**config.mk**
```make
export PLATFORM = sky130hd
export DESIGN_NAME = robot_step_scheduler
export DESIGN_NICKNAME = d
export VERILOG_FILES = /design/src/rtl/robot_step_scheduler.sv
export SDC_FILE = /design/constraint.sdc
export NUM_CORES = 1
export LEC_CHECK = 0
export CAP_MARGIN = 25
export CORE_ASPECT_RATIO = 1.75
export CORE_MARGIN = 1.5
export CORE_UTILIZATION = 47
export DETAILED_ROUTE_END_ITERATION = 8
export PLACE_DENSITY = 0.74
export SYNTH_ARGS = -nofsm -noshare
export SYNTH_HDL_FRONTEND = slang
export SYNTH_SLANG_ARGS = --single-unit
```
**constraint.sdc**
```tcl
create_clock -name clock -period 4.25 [get_ports clock]
set_clock_uncertainty 0.05 [all_clocks]
set_input_delay 1.275 -clock clock [delete_from_list [all_inputs] [get_ports clock]]
set_output_delay 1.275 -clock clock [all_outputs]
set_load 0.005 [all_outputs]
```
**src/rtl/robot_step_scheduler.sv**
```systemverilog
// robot_step_scheduler
// Runs the pipe-cleaning robot one step per tick: fetch head/left/under
// map cells, present them to the robot, wait for its action and commit the
// new pose. Also shares the single-port map ROM with the VGA renderer.
// Optional build macro: ROBOT_WATCHDOG_EN (adds robot_timeout and a
// 64-cycle limit on how long the robot may take to answer).

module robot_step_scheduler #(
  parameter int         TICK_DIV     = 16,
  parameter int         MAP_ROWS     = 10,
  parameter int         MAP_COLS     = 20,
  parameter int         START_ROW    = 1,
  parameter int         START_COL    = 1,
  parameter logic [1:0] START_ORIENT = 2'b10,
  parameter int         STARVE_MAX   = 8
) (
  input  logic       clock,
  input  logic       reset,
  input  logic       enable,
  input  logic       vga_req,
  input  logic [5:0] vga_row,
  input  logic [5:0] vga_col,
  output logic       vga_grant,
  output logic       vga_rd_valid,
  output logic [1:0] vga_cell,
  output logic [5:0] map_row,
  output logic [5:0] map_col,
  input  logic [1:0] map_data,
  output logic       robot_step_req,
  output logic       robot_head,
  output logic       robot_left,
  output logic       robot_under,
  input  logic       robot_ack,
  input  logic [2:0] robot_action,
  output logic [5:0] robot_row,
  output logic [5:0] robot_column,
  output logic [1:0] robot_orientation,
  output logic       step_done,
  output logic       bump,
  output logic [7:0] overrun_cnt
`ifdef ROBOT_WATCHDOG_EN
  ,
  output logic       robot_timeout
`endif
);

  localparam int              TW         = $clog2(TICK_DIV);
  localparam int              SW         = $clog2(STARVE_MAX + 1);
  localparam logic [TW-1:0]   TICK_LAST  = TW'(TICK_DIV - 1);
  localparam logic [SW-1:0]   STARVE_LIM = SW'(STARVE_MAX);
  localparam logic [5:0]      ROWS_MAX   = 6'(MAP_ROWS);
  localparam logic [5:0]      COLS_MAX   = 6'(MAP_COLS);
  localparam logic [1:0]      NORTH      = 2'b00;
  localparam logic [1:0]      SOUTH      = 2'b01;
  localparam logic [1:0]      EAST       = 2'b10;
  localparam logic [1:0]      WEST       = 2'b11;

  typedef enum logic [2:0] {IDLE, RD_HEAD, RD_LEFT, RD_UNDER, PRESENT, COMMIT} state_t;
  typedef enum logic [1:0] {LAT_NONE, LAT_HEAD, LAT_LEFT, LAT_UNDER} lat_t;

  state_t        state, state_nx;
  lat_t          lat_sel, lat_nx;
  logic [TW-1:0] tick_cnt;
  logic          tick;
  logic [SW-1:0] starve_cnt;
  logic [5:0]    row_q, col_q;
  logic [1:0]    orient_q;
  logic          head_q, left_q, under_q, bump_q, vga_valid_q;
  logic [11:0]   head_tgt, left_tgt, tgt;
  logic          tgt_on, rd_state, sched_req, override, sched_grant, rd_advance, ack_fire;
  logic          wd_expire;

  function automatic logic [11:0] neighbour(input logic [5:0] r, input logic [5:0] c,
                                            input logic [1:0] d);
    logic [11:0] res;
    res = {r, c};
    case (d)
      NORTH:   res = {r - 6'd1, c};
      SOUTH:   res = {r + 6'd1, c};
      EAST:    res = {r, c + 6'd1};
      default: res = {r, c - 6'd1};
    endcase
    return res;
  endfunction

  function automatic logic [1:0] turn_left(input logic [1:0] d);
    logic [1:0] res;
    res = NORTH;
    case (d)
      NORTH:   res = WEST;
      WEST:    res = SOUTH;
      SOUTH:   res = EAST;
      default: res = NORTH;
    endcase
    return res;
  endfunction

  function automatic logic [1:0] turn_right(input logic [1:0] d);
    logic [1:0] res;
    res = NORTH;
    case (d)
      NORTH:   res = EAST;
      EAST:    res = SOUTH;
      SOUTH:   res = WEST;
      default: res = NORTH;
    endcase
    return res;
  endfunction

  function automatic logic on_map(input logic [5:0] r, input logic [5:0] c);
    return (r != 6'd0) && (r <= ROWS_MAX) && (c != 6'd0) && (c <= COLS_MAX);
  endfunction

  assign tick      = (tick_cnt == TICK_LAST);
  assign head_tgt  = neighbour(row_q, col_q, orient_q);
  assign left_tgt  = neighbour(row_q, col_q, turn_left(orient_q));
  assign rd_state  = (state == RD_HEAD) || (state == RD_LEFT) || (state == RD_UNDER);
  assign tgt_on    = on_map(tgt[11:6], tgt[5:0]);
  assign sched_req = rd_state && tgt_on;
  assign override  = sched_req && (starve_cnt == STARVE_LIM);
  assign vga_grant = vga_req && !override;
  assign sched_grant = sched_req && !vga_grant;
  assign rd_advance  = rd_state && (!tgt_on || sched_grant);
  assign ack_fire    = (state == PRESENT) && robot_ack;

  // Free-running step tick divider
  always_ff @(posedge clock or negedge reset) begin
    if (!reset) tick_cnt <= '0;
    else        tick_cnt <= tick ? '0 : tick_cnt + 1'b1;
  end

  // Count ticks that arrive while a step is still in flight, saturating
  always_ff @(posedge clock or negedge reset) begin
    if (!reset)                                                 overrun_cnt <= 8'd0;
    else if (tick && (state != IDLE) && (overrun_cnt != 8'hFF)) overrun_cnt <= overrun_cnt + 8'd1;
  end

  // Pick the cell the current read state wants
  always_comb begin
    tgt = head_tgt;
    case (state)
      RD_LEFT:  tgt = left_tgt;
      RD_UNDER: tgt = {row_q, col_q};
      default:  tgt = head_tgt;
    endcase
  end

  // Drive the map port from whoever holds it this cycle
  always_comb begin
    map_row = 6'd0;
    map_col = 6'd0;
    if (vga_grant) begin
      map_row = vga_row;
      map_col = vga_col;
    end else if (sched_grant) begin
      map_row = tgt[11:6];
      map_col = tgt[5:0];
    end
  end

  // Starvation counter: forces one scheduler cycle after a long VGA run
  always_ff @(posedge clock or negedge reset) begin
    if (!reset)                                          starve_cnt <= '0;
    else if (sched_grant)                                starve_cnt <= '0;
    else if (sched_req && (starve_cnt != STARVE_LIM))    starve_cnt <= starve_cnt + 1'b1;
  end

`ifdef ROBOT_WATCHDOG_EN
  logic [5:0] wd_cnt;
  logic       timeout_q;
  assign wd_expire     = (state == PRESENT) && !robot_ack && (wd_cnt == 6'd63);
  assign robot_timeout = timeout_q;

  // Time how long the robot has been sitting on its decision
  always_ff @(posedge clock or negedge reset) begin
    if (!reset) begin
      wd_cnt    <= 6'd0;
      timeout_q <= 1'b0;
    end else begin
      wd_cnt    <= ((state == PRESENT) && !robot_ack) ? wd_cnt + 6'd1 : 6'd0;
      timeout_q <= wd_expire;
    end
  end
`else
  assign wd_expire = 1'b0;
`endif

  // Step sequencer state register
  always_ff @(posedge clock or negedge reset) begin
    if (!reset) begin
      state   <= IDLE;
      lat_sel <= LAT_NONE;
    end else begin
      state   <= state_nx;
      lat_sel <= lat_nx;
    end
  end

  // Step sequencer next state and which sensor the port data belongs to
  always_comb begin
    state_nx = state;
    lat_nx   = LAT_NONE;
    case (state)
      IDLE:     if (tick && enable) state_nx = RD_HEAD;
      RD_HEAD: begin
        if (sched_grant) lat_nx = LAT_HEAD;
        if (rd_advance)  state_nx = RD_LEFT;
      end
      RD_LEFT: begin
        if (sched_grant) lat_nx = LAT_LEFT;
        if (rd_advance)  state_nx = RD_UNDER;
      end
      RD_UNDER: begin
        if (sched_grant) lat_nx = LAT_UNDER;
        if (rd_advance)  state_nx = PRESENT;
      end
      PRESENT:  if (ack_fire || wd_expire) state_nx = COMMIT;
      COMMIT:   state_nx = IDLE;
      default:  state_nx = IDLE;
    endcase
  end

  // Capture sensor values; off-map targets read as walls without a fetch
  always_ff @(posedge clock or negedge reset) begin
    if (!reset) begin
      head_q  <= 1'b0;
      left_q  <= 1'b0;
      under_q <= 1'b0;
    end else begin
      if (lat_sel == LAT_HEAD)                 head_q <= map_data[0];
      else if ((state == RD_HEAD) && !tgt_on)  head_q <= 1'b1;
      if (lat_sel == LAT_LEFT)                 left_q <= map_data[0];
      else if ((state == RD_LEFT) && !tgt_on)  left_q <= 1'b1;
      if (lat_sel == LAT_UNDER)                under_q <= (map_data == 2'b10);
    end
  end

  // Apply the robot's chosen action on the edge that ends the ack cycle
  always_ff @(posedge clock or negedge reset) begin
    if (!reset) begin
      row_q    <= 6'(START_ROW);
      col_q    <= 6'(START_COL);
      orient_q <= START_ORIENT;
      bump_q   <= 1'b0;
    end else begin
      bump_q <= ack_fire && (robot_action == 3'b001) && head_q;
      if (ack_fire) begin
        case (robot_action)
          3'b001: if (!head_q) begin
            row_q <= head_tgt[11:6];
            col_q <= head_tgt[5:0];
          end
          3'b010:  orient_q <= turn_left(orient_q);
          3'b011:  orient_q <= turn_right(orient_q);
          default: ;
        endcase
      end
    end
  end

  // VGA read data is valid the cycle after its grant
  always_ff @(posedge clock or negedge reset) begin
    if (!reset) vga_valid_q <= 1'b0;
    else        vga_valid_q <= vga_grant;
  end

  assign vga_rd_valid      = vga_valid_q;
  assign vga_cell          = map_data;
  assign robot_step_req    = (state == PRESENT);
  assign robot_head        = head_q;
  assign robot_left        = left_q;
  assign robot_under       = (lat_sel == LAT_UNDER) ? (map_data == 2'b10) : under_q;
  assign robot_row         = row_q;
  assign robot_column      = col_q;
  assign robot_orientation = orient_q;
  assign step_done         = (state == COMMIT);
  assign bump              = bump_q;

endmodule

```
==> flow_summary.ini, run 1 <==
[synth]
synth-seq-cells = 40
synth.mux.area_fraction_pct = 3.870
synth_top_family_by_area = compound AO/OA/AOI/OAI gates
syn_avg_cell_area_um2 = 8.288
synthArstFlopShare_pct = 100.0
syn-instance-count = 394
yosys_warnings = 0
synth_edf_count = 0
ys.flop_type = dfrtp_1
yosysSeqAreaShare_pct = 30.77
netlist_area_um2 = 3266
synth_xor_xnor_area_share_pct = 4.559
synth_simple_gate_area_share_pct = 23.03
syn_nets = 429
synth_compound_area_share_pct = 26.02
synth_fa_ha_area_share_pct = 4.981
ys_types = 73

[setup_path]
cp-end-kind = output pin
cp_top_family = simple AND/OR/NAND/NOR gates
slowest_stage = dfstp_2
crit_top_cell = buf_4
cp_cell_sequence = inv_2, ha_4, buf_4, buf_4, nand4b_1, o31ai_1, nor3_2, nor2_1, and4b_1, or2_1, buf_6, o41a_1, buf_4, o2bb2ai_2, buf_2
cp-startpoint = robot_orientation[1]$_DFFE_PN1P_
arrival_ps = 3490
cp.buffers_inverters = 6
path_max_fanout = 8
start_kind = flip-flop
reg2reg_from = robot_orientation[1]$_DFFE_PN1P_
critPathMaxStageDelay_ps = 540
path_class = reg -> out
required_ps = 2920

[detailed_routing]
finalWirelength_um = 12990
wire_per_inst_um = 19.92
ant_nets = 0
dr.pass1.iters = 6
route.detailed.drc = 0
first_iter_violations = 353
vias = 4008
viasPerCell = 6.147

[grt]
grt_antenna_before_repair = 0
first_global_vias = 4177
grt_usage_pct = 34.88
grt_max_degree = 41
grt_pass1_wl_um = 20090
grt-ovfl-total = 0

[clock_network]
clkTransAtPathRegs_ps = 60
cts_buffers = 5
cts_tree = yes
cts_hold_buf = 0
insertion_delay_ps = 290
clockRootBuffer = clkbuf_16
cts.sinks = 40
htree_levels = 2
clockBufferDepth = 2

[final_layout]
final_cell_mix = buf_4, clkdlybuf4s50_1, nand2_1
seqCellArea_um2 = 1005
antenna-diode-count = 0
multi_input_area_um2 = 2367
fin_nets = 602
final_common_cell = buf_4
nFillCells = 475
final_layout_size_suffix_gt1_share_pct = 39.26
design_area_um2 = 5335
area_growth_pct = 63.37
stdcell_count = 652

[sta]
fmax_mhz = 207.5
setup_tns_ps = -6242
timing.hold.ws_ps = 443.1
fin_crit_ps = 4819
tightest_slew_ps = 641.9
rsz0062_at_grt = yes
finalHoldViolCount = 0
post-route-period-util_pct = 113.4
maxSlewViolCount = 0
slew_headroom_pct = 56.76
setup_viol = 13
fin_ws_ps = -569.1

[power_and_ir_drop]
netSwitchingFraction_pct = 41.59
p_clk_share_pct = 14.9
power_leakage_nw = 2.367
comb_power_share_pct = 66.3
powerDensity_nw_per_um2 = 484.9
seqPwrFrac_pct = 18.7
peakVddDrop_mv = 0.5447
total_power_mw = 2.587
power.internal_mw = 1.511
p_switching_mw = 1.076

[placed_design]
finalWeightedCongestion = 0.9719
io_buffers = 65
placed_cell_area_um2 = 4692
place_inst = 622
hpwl_um = 9268

[floorplanning]
initial_core_util_pct = 47.98
rows = 40
pin_count = 66
die_w_um = 66.01
dieArea_um2 = 7477
die_h_um = 113.3
coreArea_um2 = 6807

[flow_run]
maxCapViolCount = 0

[min_path]
hold_class = reg -> reg
hold_start = overrun_cnt[7]$_DFFE_PN0P_

[status]
outcome = finished with violations
violations = negative setup slack
==> cell type report <==
class / count / share of cell area [%]
tap: 84 / 1.970
timing repair buffer: 195 / 30.53
clock inverter: 3 / 0.3987
clock buffer: 5 / 2.345
multi-input combinational: 304 / 44.37
inverter: 21 / 1.548
sequential: 40 / 18.83
==> metrics by stage <==
step | setup slack [ps] | util, %
after global routing | -639.1 | 78.38
after detailed placement | -659.2 | 68.93
after CTS | -383.7 | 75.55
final | -569.1 | 78.38
after floorplan | 12.51 | -
after global placement | -576.2 | 68.93
==> routing by layer <==
layer | share of wire, % | global-route usage (%) | vias to the layer above | routed length [um]
li1 | - | - | 1800 | -
met1 | 34 | 36.40 | 1930 | 4466
met2 | 54 | 62.63 | 206 | 7052
met3 | 5.1 | 5.169 | 72 | 667
met4 | 6.2 | 22.72 | 0 | 800
met5 | 0 | 0 | - | 0
==> cells in the mapped netlist, types with 3 or more instances <==
cell type / n / area share [%]
clkbuf_1: 14 / 1.6
and3_1: 3 / 0.57
dfstp_2: 3 / 2.4
or3_1: 6 / 1.1
nand4_1: 3 / 0.57
a21oi_1: 16 / 2.5
a22oi_1: 6 / 1.4
or2_1: 3 / 0.57
xor2_1: 9 / 2.4
buf_2: 12 / 1.8
inv_1: 20 / 2.3
o311ai_0: 4 / 1.1
o32ai_1: 3 / 0.80
a32o_1: 3 / 0.92
nor3_1: 10 / 1.5
o221ai_1: 3 / 0.80
or2_2: 4 / 0.77
nand2b_1: 4 / 0.77
a221oi_1: 4 / 1.1
nor3b_1: 5 / 1.1
and2_1: 5 / 0.96
a31oi_1: 10 / 1.9
xnor2_1: 8 / 2.1
dfrtp_1: 37 / 28
o21ai_0: 21 / 3.2
nand3_1: 15 / 2.3
a32oi_1: 3 / 0.80
nor2b_1: 3 / 0.57
ha_1: 13 / 5.0
nand2_1: 48 / 5.5
o31ai_1: 6 / 1.4
nor2_1: 23 / 2.6
o22ai_1: 4 / 0.77
o2bb2ai_1: 8 / 2.1
mux2i_1: 7 / 2.1
==> cells by family (layout without fill, tap and decap cells) <==
logic type	count (synthesis)	in the layout
buffers and inverters	51	224
adder cells (fa/ha/maj)	13	13
AND/OR/NAND/NOR	145	145
AO/OA/AOI/OAI	118	119
flip-flops	40	40
XOR/XNOR	17	17
multiplexers	10	10
==> power by group through the flow <==
stage	registers (mW)	logic, mW	clock network (mW)
6_report	0.485	1.72	0.386
4_1_cts	0.484	1.56	0.389
5_1_grt	0.490	1.80	0.405
3_3_place_gp	0.487	1.34	0
3_5_place_dp	0.489	1.36	0
2_1_floorplan	0.490	0.654	0
==> final timing paths <==
kind                                                to  slack, ps  cells past startpoint
setup / recovery                            map_col[3]       -570                     15
hold / removal              overrun_cnt[7]$_DFFE_PN0P_        440                      1
setup reg to reg             starve_cnt[1]$_DFFE_PN0P_        950                     16
hold reg to reg             overrun_cnt[7]$_DFFE_PN0P_        440                      1
max in group asynchronous  robot_column[0]$_DFFE_PN1P_       2950                      2
min in group asynchronous  robot_column[5]$_DFFE_PN0P_        720                      1
==> what timing repair did <==
action	CTS	global route
gates cloned	1	0
gates resized for setup	106	21
endpoints found under the setup margin	13	13
buffers inserted	12	8
hold endpoints to repair	0	0
pin swaps	29	15
==> state kept, by name (all words and copies together) (netlist names) <==
register           flops
overrun_cnt            8
state                  3
vga_rd_valid           1
starve_cnt             4
lat_sel                2
robot_head             1
under_q                1
robot_orientation      2
tick_cnt               4
robot_row              6
bump                   1
robot_left             1
robot_column           6
Note: power is estimated with default switching activity, not from simulation.
==> run 2, diff against run 1 <==
--- a/config.mk
+++ b/config.mk
@@ -14,3 +14,4 @@
 export SYNTH_ARGS = -nofsm -noshare
 export SYNTH_HDL_FRONTEND = slang
 export SYNTH_SLANG_ARGS = --single-unit
+export TNS_END_PERCENT = 1
==> run 2 against run 1 <==
The flow still finishes with violations (negative setup slack). Highest routed layer unchanged. Critical endpoint unchanged. Worst setup slack improved by 50 ps. First-iteration DRC count decreased by 4.2%. Cell area increased by 0.35%. Critical path type unchanged. Total power decreased by 0.68%. Utilization increased by 0.28 points. Final cell count decreased by 0.46%. Largest cell class unchanged. Via count increased by 0.50%. Non-clock buffer count decreased by 3.
==> flow_summary.ini, run 2 (synthesized netlist as in run 1, its figures left out) <==
[grt]
grt_antenna_before_repair = 0
grt_max_degree = 41
grt_usage_pct = 34.90
first_global_vias = 4174
grt-ovfl-total = 0
grt_pass1_wl_um = 20100

[clock_network]
cts.sinks = 40
cts_buffers = 5
cts_tree = yes
clockBufferDepth = 2
cts_hold_buf = 0
htree_levels = 2
clkTransAtPathRegs_ps = 60
clockRootBuffer = clkbuf_16
insertion_delay_ps = 290

[sta]
fin_ws_ps = -519.1
setup_viol = 13
tightest_slew_ps = 627.0
fmax_mhz = 209.7
fin_crit_ps = 4769
slew_headroom_pct = 57.76
timing.hold.ws_ps = 443.3
finalHoldViolCount = 0
maxSlewViolCount = 0
setup_tns_ps = -6051
rsz0062_at_grt = yes
post-route-period-util_pct = 112.2

[final_layout]
fin_nets = 599
stdcell_count = 649
final_cell_mix = buf_4, clkdlybuf4s50_1, nand2_1
area_growth_pct = 63.95
final_layout_size_suffix_gt1_share_pct = 38.41
antenna-diode-count = 0
nFillCells = 484
regMostFlops = overrun_cnt
largest_register_ffs = 8
final_common_cell = buf_4

[power_and_ir_drop]
powerDensity_nw_per_um2 = 479.9
power_leakage_nw = 2.362
peakVddDrop_mv = 0.5321

[flow_run]
maxCapViolCount = 0

[detailed_routing]
dr.pass1.iters = 5
ant_nets = 0
wire_per_inst_um = 20.02
viasPerCell = 6.206
finalWirelength_um = 13000
vias = 4028
first_iter_violations = 338
route.detailed.drc = 0

[setup_path]
cp_top_family = simple AND/OR/NAND/NOR gates
cp-end-kind = output pin
reg2reg_from = robot_orientation[1]$_DFFE_PN1P_
path_max_fanout = 8
slowest_stage = dfstp_2
crit_top_cell = buf_4
r2r_cells = 16
start_kind = flip-flop
cp_cell_sequence = inv_2, ha_4, buf_4, buf_4, nand4b_1, o31ai_1, nor3_2, nor2_1, and4b_1, or2_1, buf_6, o41a_1, buf_4, o2bb2ai_2, buf_2
worstSetupPathDepth = 15
critPathMaxStageDelay_ps = 540
path_class = reg -> out
cp.buffers_inverters = 6
required_ps = 2920
arrival_ps = 3440
cp-startpoint = robot_orientation[1]$_DFFE_PN1P_

[floorplanning]
rows = 40
pin_count = 66
coreArea_um2 = 6807
dieArea_um2 = 7477
die_h_um = 113.3
initial_core_util_pct = 47.98
die_w_um = 66.01

[min_path]
min_path_cells = 1
hold_class = reg -> reg
hold_start = overrun_cnt[7]$_DFFE_PN0P_

[placed_design]
hpwl_um = 9268
finalWeightedCongestion = 0.9719
place_inst = 622
io_buffers = 65

[status]
outcome = finished with violations
violations = negative setup slack
==> run 2: routing by layer <==
metal / global-route usage, % / vias up / wire length [um]
met2: 62.76 / 225 / 7084
met1: 36.33 / 1922 / 4445
met3: 5.169 / 85 / 631
met5: 0 / - / 0
met4: 22.72 / 0 / 833
li1: - / 1796 / -
==> run 2: per-stage QoR <==
step / instance area, um2 / power (mW) / worst slack [ps] / util (%)
2_1_floorplan: 3266 / 1.144 / 12.51 / -
3_3_place_gp: 4692 / 1.824 / -576.2 / 68.93
3_5_place_dp: 4692 / 1.852 / -659.2 / 68.93
4_1_cts: 5161 / 2.435 / -383.7 / 75.83
5_1_grt: 5354 / 2.682 / -596.3 / 78.66
6_report: 5354 / 2.569 / -519.1 / 78.66
==> run 2: final timing paths <==
| check | slack, ps | endpoint |
|---|---|---|
| worst max register to register | 990 | starve_cnt[1]$_DFFE_PN0P_ |
| min in group asynchronous | 730 | robot_column[5]$_DFFE_PN0P_ |
| worst min register to register | 440 | overrun_cnt[7]$_DFFE_PN0P_ |
| max in group asynchronous | 2950 | robot_column[0]$_DFFE_PN1P_ |
| worst min-delay path | 440 | overrun_cnt[7]$_DFFE_PN0P_ |
| worst max-delay path | -520 | map_col[3] |
==> run 2: layout make-up <==
cell class	instances	area (um2)	area share, %
clock buffer	5	125.1	2.337
clock inverter	3	21.27	0.3973
inverter	21	82.58	1.542
multi-input combinational	304	2397	44.78
sequential	40	1005	18.77
tap	84	105.1	1.963
timing repair buffer	192	1618	30.22
==> run 2: what timing repair did <==
action | CTS | global route
resized for setup | 95 | 28
buffers inserted | 12 | 5
setup endpoints to repair | 13 | 13
gates cloned | 1 | 0
pin swaps | 29 | 15
==> run 2: where the power goes <==
group	internal, mW	switching (mW)
registers	0.438	0.0470
logic	0.846	0.854
clock network	0.219	0.166
total	1.50	1.07
==> run 2: worst register-to-register path: stages, from the launching register on <==
cell	delay [ps]
dfstp_2	540
inv_2	60
ha_4	170
buf_4	150
buf_4	160
nand4b_1	110
o31ai_1	100
nor3_2	260
nor2_1	130
and4b_1	240
or2_1	240
buf_6	130
buf_4	120
buf_4	130
nor3_2	220
buf_4	200
mux2i_1	180
